==> src/rtl/pixel_stream_pkg.sv <==
// Shared constants for the pixel stream: word geometry, packer states and
// the layout of one buffered output word.
package pixel_stream_pkg;

  localparam int BYTES_PER_WORD = 4;
  localparam int LANE_W         = $clog2(BYTES_PER_WORD);
  localparam int DATA_W         = 8 * BYTES_PER_WORD;
  localparam int KEEP_W         = BYTES_PER_WORD;

  // FIFO entry layout {last, keep, data}
  localparam int DATA_OFF = 0;
  localparam int KEEP_OFF = DATA_W;
  localparam int LAST_OFF = DATA_W + KEEP_W;
  localparam int ENTRY_W  = DATA_W + KEEP_W + 1;

  typedef enum logic {
    IDLE = 1'b0,
    PACK = 1'b1
  } state_t;

  // Byte-valid mask covering lanes 0..lane inclusive.
  function automatic logic [KEEP_W-1:0] keep_upto(input logic [LANE_W-1:0] lane);
    keep_upto = '0;
    for (int i = 0; i < KEEP_W; i++) begin
      if (i <= int'(lane)) keep_upto[i] = 1'b1;
    end
  endfunction

endpackage

==> src/rtl/word_fifo.sv <==
// Small synchronous first-word-fall-through FIFO; dout shows the head entry
// whenever empty is low.
module word_fifo #(
  parameter int WIDTH = 37,
  parameter int DEPTH = 4
) (
  input  logic             clk,
  input  logic             rst,
  input  logic             push,
  input  logic [WIDTH-1:0] din,
  input  logic             pop,
  output logic [WIDTH-1:0] dout,
  output logic             full,
  output logic             empty
);

  localparam int AW = (DEPTH > 1) ? $clog2(DEPTH) : 1;

  logic [WIDTH-1:0] mem_q [DEPTH];
  logic [AW-1:0]    wr_ptr_q, wr_ptr_d;
  logic [AW-1:0]    rd_ptr_q, rd_ptr_d;
  logic [AW:0]      count_q, count_d;
  logic             wr_en, rd_en;

  assign full  = (count_q == (AW+1)'(DEPTH));
  assign empty = (count_q == '0);
  assign wr_en = push && !full;
  assign rd_en = pop && !empty;
  assign dout  = mem_q[rd_ptr_q];

  always_comb begin
    wr_ptr_d = wr_ptr_q;
    rd_ptr_d = rd_ptr_q;
    count_d  = count_q;
    if (wr_en) wr_ptr_d = wr_ptr_q + AW'(1);
    if (rd_en) rd_ptr_d = rd_ptr_q + AW'(1);
    case ({wr_en, rd_en})
      2'b10:   count_d = count_q + (AW+1)'(1);
      2'b01:   count_d = count_q - (AW+1)'(1);
      default: count_d = count_q;
    endcase
  end

  always_ff @(posedge clk) begin
    if (rst) begin
      wr_ptr_q <= '0;
      rd_ptr_q <= '0;
      count_q  <= '0;
    end else begin
      wr_ptr_q <= wr_ptr_d;
      rd_ptr_q <= rd_ptr_d;
      count_q  <= count_d;
    end
  end

  for (genvar gi = 0; gi < DEPTH; gi++) begin : g_entry
    always_ff @(posedge clk) begin
      if (rst) begin
        mem_q[gi] <= '0;
      end else if (wr_en && (wr_ptr_q == AW'(gi))) begin
        mem_q[gi] <= din;
      end
    end
  end

endmodule

==> src/rtl/pixel_packer.sv <==
// Packs the 8-bit pixel stream into little-endian 32-bit words, tags frame
// ends and partial flushes, and buffers words through a small FWFT FIFO.
module pixel_packer
  import pixel_stream_pkg::*;
#(
  parameter int PIXELS_PER_FRAME = 1024,
  parameter int FIFO_DEPTH       = 4
) (
  input  logic        clk,
  input  logic        rst,
  input  logic        start,
  input  logic        flush,
  input  logic [7:0]  pixel_in,
  input  logic        valid_in,
  output logic        ready_out,
  output logic [31:0] word_out,
  output logic [3:0]  word_keep,
  output logic        word_last,
  output logic        word_valid,
  input  logic        word_ready,
  output logic        frame_done
);

  localparam int PCW = (PIXELS_PER_FRAME > 1) ? $clog2(PIXELS_PER_FRAME) : 1;
  localparam logic [PCW-1:0]    PIX_LAST  = PCW'(PIXELS_PER_FRAME - 1);
  localparam logic [LANE_W-1:0] LANE_LAST = LANE_W'(BYTES_PER_WORD - 1);

  state_t             state_q, state_d;
  logic [DATA_W-1:0]  acc_q, acc_d;
  logic [LANE_W-1:0]  byte_cnt_q, byte_cnt_d;
  logic [PCW-1:0]     pixel_cnt_q, pixel_cnt_d;
  logic               flush_pend_q, flush_pend_d;
  logic               frame_done_q, frame_done_d;

  logic               fifo_push, fifo_pop, fifo_full, fifo_empty;
  logic [ENTRY_W-1:0] fifo_din, fifo_dout;
  logic               accept, frame_end;
  logic [DATA_W-1:0]  pixel_word;

  // Ready depends only on registered state so it never loops back through valid_in.
  assign ready_out = (state_q == PACK) && !fifo_full;
  assign accept    = valid_in && ready_out;
  assign frame_end = (pixel_cnt_q == PIX_LAST);

  always_comb begin
    pixel_word = acc_q;
    pixel_word[{byte_cnt_q, 3'b000} +: 8] = pixel_in;
  end

  always_comb begin
    state_d      = state_q;
    acc_d        = acc_q;
    byte_cnt_d   = byte_cnt_q;
    pixel_cnt_d  = pixel_cnt_q;
    flush_pend_d = flush_pend_q;
    fifo_push    = 1'b0;
    fifo_din     = '0;
    case (state_q)
      IDLE: begin
        if (start) state_d = PACK;
      end
      PACK: begin
        if (accept) begin
          acc_d       = pixel_word;
          byte_cnt_d  = byte_cnt_q + LANE_W'(1);
          pixel_cnt_d = frame_end ? '0 : pixel_cnt_q + PCW'(1);
          if ((byte_cnt_q == LANE_LAST) || frame_end) begin
            fifo_push                      = 1'b1;
            fifo_din[LAST_OFF]             = frame_end;
            fifo_din[KEEP_OFF +: KEEP_W]   = keep_upto(byte_cnt_q);
            fifo_din[DATA_OFF +: DATA_W]   = pixel_word;
            acc_d                          = '0;
            byte_cnt_d                     = '0;
          end
        end else if (flush_pend_q) begin
          // A pending flush only emits when no pixel competes for the push slot.
          if (byte_cnt_q == '0) begin
            flush_pend_d = 1'b0;
          end else if (!fifo_full) begin
            fifo_push                    = 1'b1;
            fifo_din[LAST_OFF]           = 1'b0;
            fifo_din[KEEP_OFF +: KEEP_W] = keep_upto(byte_cnt_q - LANE_W'(1));
            fifo_din[DATA_OFF +: DATA_W] = acc_q;
            acc_d                        = '0;
            byte_cnt_d                   = '0;
            flush_pend_d                 = 1'b0;
          end
        end
        if (flush) flush_pend_d = 1'b1;
        if (!start) begin
          state_d      = IDLE;
          acc_d        = '0;
          byte_cnt_d   = '0;
          pixel_cnt_d  = '0;
          flush_pend_d = 1'b0;
        end
      end
      default: state_d = IDLE;
    endcase
  end

  assign word_valid   = !fifo_empty;
  assign fifo_pop     = word_valid && word_ready;
  assign frame_done_d = fifo_pop && fifo_dout[LAST_OFF];

  assign word_out   = word_valid ? fifo_dout[DATA_OFF +: DATA_W] : '0;
  assign word_keep  = word_valid ? fifo_dout[KEEP_OFF +: KEEP_W] : '0;
  assign word_last  = word_valid && fifo_dout[LAST_OFF];
  assign frame_done = frame_done_q;

  always_ff @(posedge clk) begin
    if (rst) begin
      state_q      <= IDLE;
      acc_q        <= '0;
      byte_cnt_q   <= '0;
      pixel_cnt_q  <= '0;
      flush_pend_q <= 1'b0;
      frame_done_q <= 1'b0;
    end else begin
      state_q      <= state_d;
      acc_q        <= acc_d;
      byte_cnt_q   <= byte_cnt_d;
      pixel_cnt_q  <= pixel_cnt_d;
      flush_pend_q <= flush_pend_d;
      frame_done_q <= frame_done_d;
    end
  end

  word_fifo #(
    .WIDTH(ENTRY_W),
    .DEPTH(FIFO_DEPTH)
  ) u_fifo (
    .clk  (clk),
    .rst  (rst),
    .push (fifo_push),
    .din  (fifo_din),
    .pop  (fifo_pop),
    .dout (fifo_dout),
    .full (fifo_full),
    .empty(fifo_empty)
  );

endmodule

==> config.mk <==
export PLATFORM = sky130hd
export DESIGN_NAME = pixel_packer
export DESIGN_NICKNAME = d
export VERILOG_FILES = /design/src/rtl/pixel_stream_pkg.sv /design/src/rtl/word_fifo.sv /design/src/rtl/pixel_packer.sv
export SDC_FILE = /design/constraint.sdc
export NUM_CORES = 1
export LEC_CHECK = 0
export ABC_AREA = 1
export CAP_MARGIN = 40
export CORE_AREA = 2 2 145 147
export CTS_BUF_LIST = sky130_fd_sc_hd__clkbuf_4
export DETAILED_ROUTE_END_ITERATION = 12
export DIE_AREA = 0 0 147 149
export PLACE_DENSITY_LB_ADDON = 0.25
export SLEW_MARGIN = 20
export SYNTH_ARGS = -nofsm -noshare
export SYNTH_HDL_FRONTEND = slang
export SYNTH_SLANG_ARGS = --single-unit
==> constraint.sdc <==
create_clock -name clk -period 4.1 [get_ports clk]
set_input_delay 1.025 -clock clk [delete_from_list [all_inputs] [get_ports clk]]
set_output_delay 1.025 -clock clk [all_outputs]
set_load 0.005 [all_outputs]
# Word-level counts from Yosys, hierarchy flattened
# Memory sizes are Yosys's and may differ from the RTL's. A register that Yosys moved wholly into a read port is not among the register bits.
# Index checks and enable logic that the tools add are counted.
# word_totals
register_bits	54
latchBits	0
ramBits	148
rom_bits	0
inputBits	14
output_inout_bits	40
elab_cells	128
n_memories	1
# memory_table
memory	depth	word_bits	read_ports	rd_clocked_by_memory_dff	wr	line	source
u_fifo.mem_q	4	37	1	1	4	word_fifo.sv:19	logic [WIDTH-1:0] mem_q [DEPTH];
# classes
n_addsub	8
mul	0
n_div	0
magnitude_cmp	6
eq_ne	13
shift	2
muxes	64
bitwise	4
n_reduce_logical	21
# ops
op	count
$mux W37	7
$mux W32	7
$mux W36	3
$mux W1	33
$bwmux W32	1
$shift A8 B7 Y32 const A	1
$shiftx A8 B7 Y32	1
$mux W10	3
$mux W2	8
$logic_and A1 B1 Y1	11
$add A10 B1 Y10 const B	1
$eq A10 B10 Y1 const B	1
$eq A2 B2 Y1 const B	4
$le A2 B2 Y1 const A	4
$neg A5 Y7	1
$add A2 B1 Y2 const B	3
$ne A3 B3 Y1 const B	2
$pmux W3 S2	1
$eq A2 B1 Y1 const B	2
$le A1 B2 Y1 const A	2
$logic_not A2 Y1	2
$mux W4	1
$or A1 B1 Y1	4
$reduce_and A2 Y1	2
12 further kinds	13

# Logic depth before layout (Yosys ltp)
# depth
word_depth	12
ltp_mapped	15
ltp_nobuf	15

# Cells and area by module
# Synthesis repeated with hierarchy kept, for this count alone.
# hier_totals
cells_unflattened	1292
hier_area_um2	10550.1
# modules_own_cells
module	instances	cells_each	area_each_um2	seq_area_each_um2
word_fifo	1	631	6922.9	4624.4
pixel_packer	1	661	3627.2	940.9

# Worst setup path before layout
# Ideal clock, no wire load.
# synth_path
path_type	input to register
from	input port valid_in
to	memory u_fifo.mem_q[0][0], enable pin
arrival_time_ps	2421
slack_ps	1284
cell_stages	6
path_buffers	0
path_cell_list	nand3_4 > nand2_4 > inv_1 > nor2_2 > nand2_1 > nand2_1
# synth_lines
item	line	source
from (decl)	pixel_packer.sv:14	input logic valid_in,
to (decl)	word_fifo.sv:19	

==> qor.json <==
{
  "setup_path": {
    "required_ps": 3070,
    "crit_path_top_delay_cell": "sky130_fd_sc_hd__clkdlybuf4s50_1",
    "cp_max_fo": 43,
    "cp-end-kind": "output pin",
    "cpMostUsedCell": "sky130_fd_sc_hd__nor2_1",
    "crit_path_max_incr_delay_ps": 570,
    "data_arrival_time_of_the_worst_path_ps": 2750,
    "r2r_setup_slack_ps": 880,
    "crit_chain": "buf_4 > buf_12 > nor2_1 > nor2_1 > o21ai_0 > a21oi_1 > clkdlybuf4s50_1",
    "worstSetupPathType": "flip-flop to output pin",
    "worstSetupStartpointType": "flip-flop",
    "path_buf_inv": 3,
    "cpLargestDelayFamily": "buffers and inverters"
  },
  "global_route": {
    "pin_count_of_the_biggest_net_entering_global_routing": 75,
    "grt_pass1_wl_mm": 40.5,
    "grt_overflow": 0,
    "grtUsageTotal": 0.233,
    "first_global_vias": 7796,
    "antenna_found_initial": 1
  },
  "die": {
    "floorplan.initialDensity": 0.490,
    "boundaryPins": 54,
    "core_area_mm2": 0.0206,
    "die_height_um": 149,
    "die_area_mm2": 0.0219,
    "std_cell_rows": 53,
    "die-width_um": 147
  },
  "drt": {
    "detail_route.first_pass.iterations": 6,
    "detailroute.via_count": 8303,
    "routed_wl_mm": 25.7,
    "ant_nets": 0,
    "drt-initial-drc-count": 916,
    "remaining_drc_errors": 0,
    "vias_per_cell": 5.37,
    "wire_per_inst_um": 16.6
  },
  "worst_hold_path": {
    "holdCritPathClass": "flip-flop to flip-flop"
  },
  "clock_tree": {
    "clock-root-buffer": "sky130_fd_sc_hd__clkbuf_4",
    "clock_sink_count": 204,
    "cts-resized-gates": 0,
    "cts_tree": "built",
    "cts.path.max_buffers": 3,
    "clkSlewWorstSetupHoldPaths_ps": 60,
    "cts_buffers": 54,
    "h-tree-depth": 2,
    "worst_skew_pair_latency_ps": 660,
    "ctsHoldBuffers": 0,
    "cts_setup_buffers": 0
  },
  "timing": {
    "final_sum_of_negative_setup_slack_ps": 0,
    "finalSetupViolCount": 0,
    "tightest_pin_transition_ps": 814,
    "finalClockSkew_ps": 30.7,
    "fin_hold_ws_ps": 465,
    "post-route-period-util": 0.921,
    "final_slew_viol_count": 0,
    "post-route-min-period_ps": 3780,
    "unrepaired_setup_endpoints_after_global_routing": "false",
    "achievable-frequency_mhz": 265,
    "worst_slew_margin_rel": 0.457,
    "report.final.hold_viol_count": 0
  },
  "yosys": {
    "ys_seq_area_frac": 0.553,
    "dominant_combinational_cell_family_by_area_after_synthesis": "simple AND/OR/NAND/NOR gates",
    "postSynthAreaPerCell_um2": 8.59,
    "synth_compound_area_frac": 0.101,
    "postSynthRegisterBits": 204,
    "synth_fa_ha_area_frac": 0.0169,
    "mappedNetlistNets": 1199,
    "warnings_synthesis": 0,
    "post_synth_xor_area_fraction": 0.00261,
    "post_synth_instance_area_mm2": 0.0101,
    "postSynthCellCount": 1172,
    "synth_simple_gate_area_frac": 0.263,
    "yosys-mux-area-fraction": 0,
    "post_synth_num_cell_types": 33
  },
  "layout": {
    "signed_area_change_from_the_synthesized_netlist_to_the_final_layout_pct": 13.6,
    "total_number_of_nets_in_the_final_design": 1250,
    "area.sequential_mm2": 0.00557,
    "multi_input_area_mm2": 0.00387,
    "num-fill-cells": 1877,
    "finish.utilization": 0.557,
    "post_route_cells_drive_above_1_share": 0.110
  },
  "power_and_ir_drop": {
    "leakage_power_total_nw": 4.00,
    "ir_worst_vdd_mv": 0.187,
    "power.density_cell_area_mw_per_mm2": 463,
    "power.share.clock": 0.336,
    "cell_internal_pwr_w": 0.00370,
    "switching_share": 0.302,
    "power.switching_w": 0.00160,
    "p_seq_frac": 0.439,
    "finalPower_w": 0.00530,
    "combinational_power_share": 0.226
  },
  "place": {
    "place.port_buffers": 53,
    "dp.final_hpwl_mm": 14.6,
    "globalplace.congestion": 0.819
  },
  "run_status": {
    "status": "finished clean"
  },
  "job": {
    "drv.max_cap_violation_count": 0
  }
}
## metal layers
metal | part of all wire | vias to the layer above | track usage
met4 | 0.019 | 0 | 0.0865
li1 | - | 4066 | -
met2 | 0.46 | 336 | 0.371
met5 | 0 | - | 0
met1 | 0.44 | 3855 | 0.323
met3 | 0.075 | 46 | 0.0394
## power by group through the flow
stage          clock, W  sequential [W]  combinational [W]
4_1_cts         0.00180         0.00233            0.00120
3_5_place_dp          0         0.00237            0.00120
6_report        0.00178         0.00233            0.00120
3_3_place_gp          0         0.00237            0.00118
5_1_grt         0.00191         0.00234            0.00132
2_1_floorplan         0         0.00236           0.000657
## worst reg2reg max path, delay by kind of cell (launching register included)
family / cells / cell delay (ps)
buffers and inverters: 3 / 780
adders and majority gates: 1 / 400
DFF: 1 / 640
and+or+nand+nor: 6 / 960
## layout make-up
class,instances,share of cell area
diodes,1,0.000219
clock buffers,84,0.0551
clock inverters,18,0.00634
inverters,78,0.0256
multi-input cells,817,0.338
flip-flops and latches,204,0.486
well taps,275,0.0301
repair buffers,68,0.0584
## Yosys cell counts
master | count | area (um^2)
sky130_fd_sc_hd__nor2_1 | 305 | 1140
sky130_fd_sc_hd__o21bai_1 | 1 | 7.51
sky130_fd_sc_hd__nand2_2 | 2 | 12.5
sky130_fd_sc_hd__buf_1 | 17 | 63.8
sky130_fd_sc_hd__nand3_4 | 3 | 52.6
sky130_fd_sc_hd__or2_2 | 1 | 6.26
sky130_fd_sc_hd__nor2_2 | 14 | 87.6
sky130_fd_sc_hd__nand3_1 | 107 | 536
sky130_fd_sc_hd__nand2_1 | 137 | 514
sky130_fd_sc_hd__dfxtp_1 | 56 | 1120
sky130_fd_sc_hd__buf_6 | 3 | 33.8
sky130_fd_sc_hd__nor3_1 | 5 | 25.0
sky130_fd_sc_hd__nand2_4 | 3 | 33.8
sky130_fd_sc_hd__a21oi_1 | 87 | 435
sky130_fd_sc_hd__buf_2 | 23 | 115
sky130_fd_sc_hd__edfxtp_1 | 148 | 4440
sky130_fd_sc_hd__inv_1 | 72 | 270
sky130_fd_sc_hd__buf_8 | 1 | 15.0
sky130_fd_sc_hd__fa_1 | 1 | 20.0
sky130_fd_sc_hd__nand3_2 | 1 | 10.0
sky130_fd_sc_hd__nand4_4 | 4 | 85.1
sky130_fd_sc_hd__nor2_4 | 4 | 45.0
sky130_fd_sc_hd__nand3b_1 | 1 | 7.51
sky130_fd_sc_hd__o22ai_1 | 12 | 75.1
sky130_fd_sc_hd__clkbuf_1 | 26 | 97.6
sky130_fd_sc_hd__clkinv_1 | 1 | 3.75
sky130_fd_sc_hd__o22a_1 | 1 | 8.76
sky130_fd_sc_hd__xor2_1 | 3 | 26.3
sky130_fd_sc_hd__ha_1 | 12 | 150
sky130_fd_sc_hd__inv_2 | 5 | 18.8
sky130_fd_sc_hd__nand4_1 | 14 | 87.6
sky130_fd_sc_hd__o21ai_0 | 99 | 495
sky130_fd_sc_hd__buf_4 | 3 | 22.5
## stage by stage
step,cells,setup WS (ps),cell area [um^2]
final,1545,323,11400
after detailed placement,1441,601,10700
after floorplan,1172,1280,10100
after global placement,1440,606,10700
after global routing,1545,183,11400
after CTS,1543,167,11400
## cell usage in the layout, fill, tap and decap left out, drive strengths merged
master	synthesis	final
a21oi	87	87
buf	47	15
clkbuf	26	84
clkdlybuf4s50	0	53
clkinv	1	17
clkinvlp	0	1
dfxtp	56	56
diode	0	1
edfxtp	148	148
fa	1	1
ha	12	12
inv	77	78
nand2	142	142
nand3	111	111
nand3b	1	1
nand4	18	18
nor2	323	323
nor3	5	5
o21ai	99	99
o21bai	1	1
o22a	1	1
o22ai	12	12
or2	1	1
xor2	3	3
## registers in the layout, summed over array words and instances, names as in the netlist, named ones only
register and flops:
u_fifo.count_q 3, flush_pend_q 1, byte_cnt_q 2, pixel_cnt_q 10
frame_done 1, acc_q 32, u_fifo.mem_q 148, u_fifo.rd_ptr_q 2
u_fifo.wr_ptr_q 2, state_q 1
## worst paths after layout
check,start,end,cells past startpoint
max,flip-flop,word_out[8],7
min,u_fifo.rd_ptr_q[1]$_SDFFE_PP0P_,flip-flop,2
max reg2reg,byte_cnt_q[0]$_SDFFE_PP0P_,u_fifo.mem_q[0][1]$_SDFFCE_PN0P_,10
min reg2reg,u_fifo.rd_ptr_q[1]$_SDFFE_PP0P_,flip-flop,2
## kinds of logic after synthesis
family          count (synthesis)
flops                         204
compound gates                200
simple gates                  601
fa+ha+maj                      13
xor+xnor                        3
buf+inv                       151
Note: power is estimated with default switching activity, not from simulation.
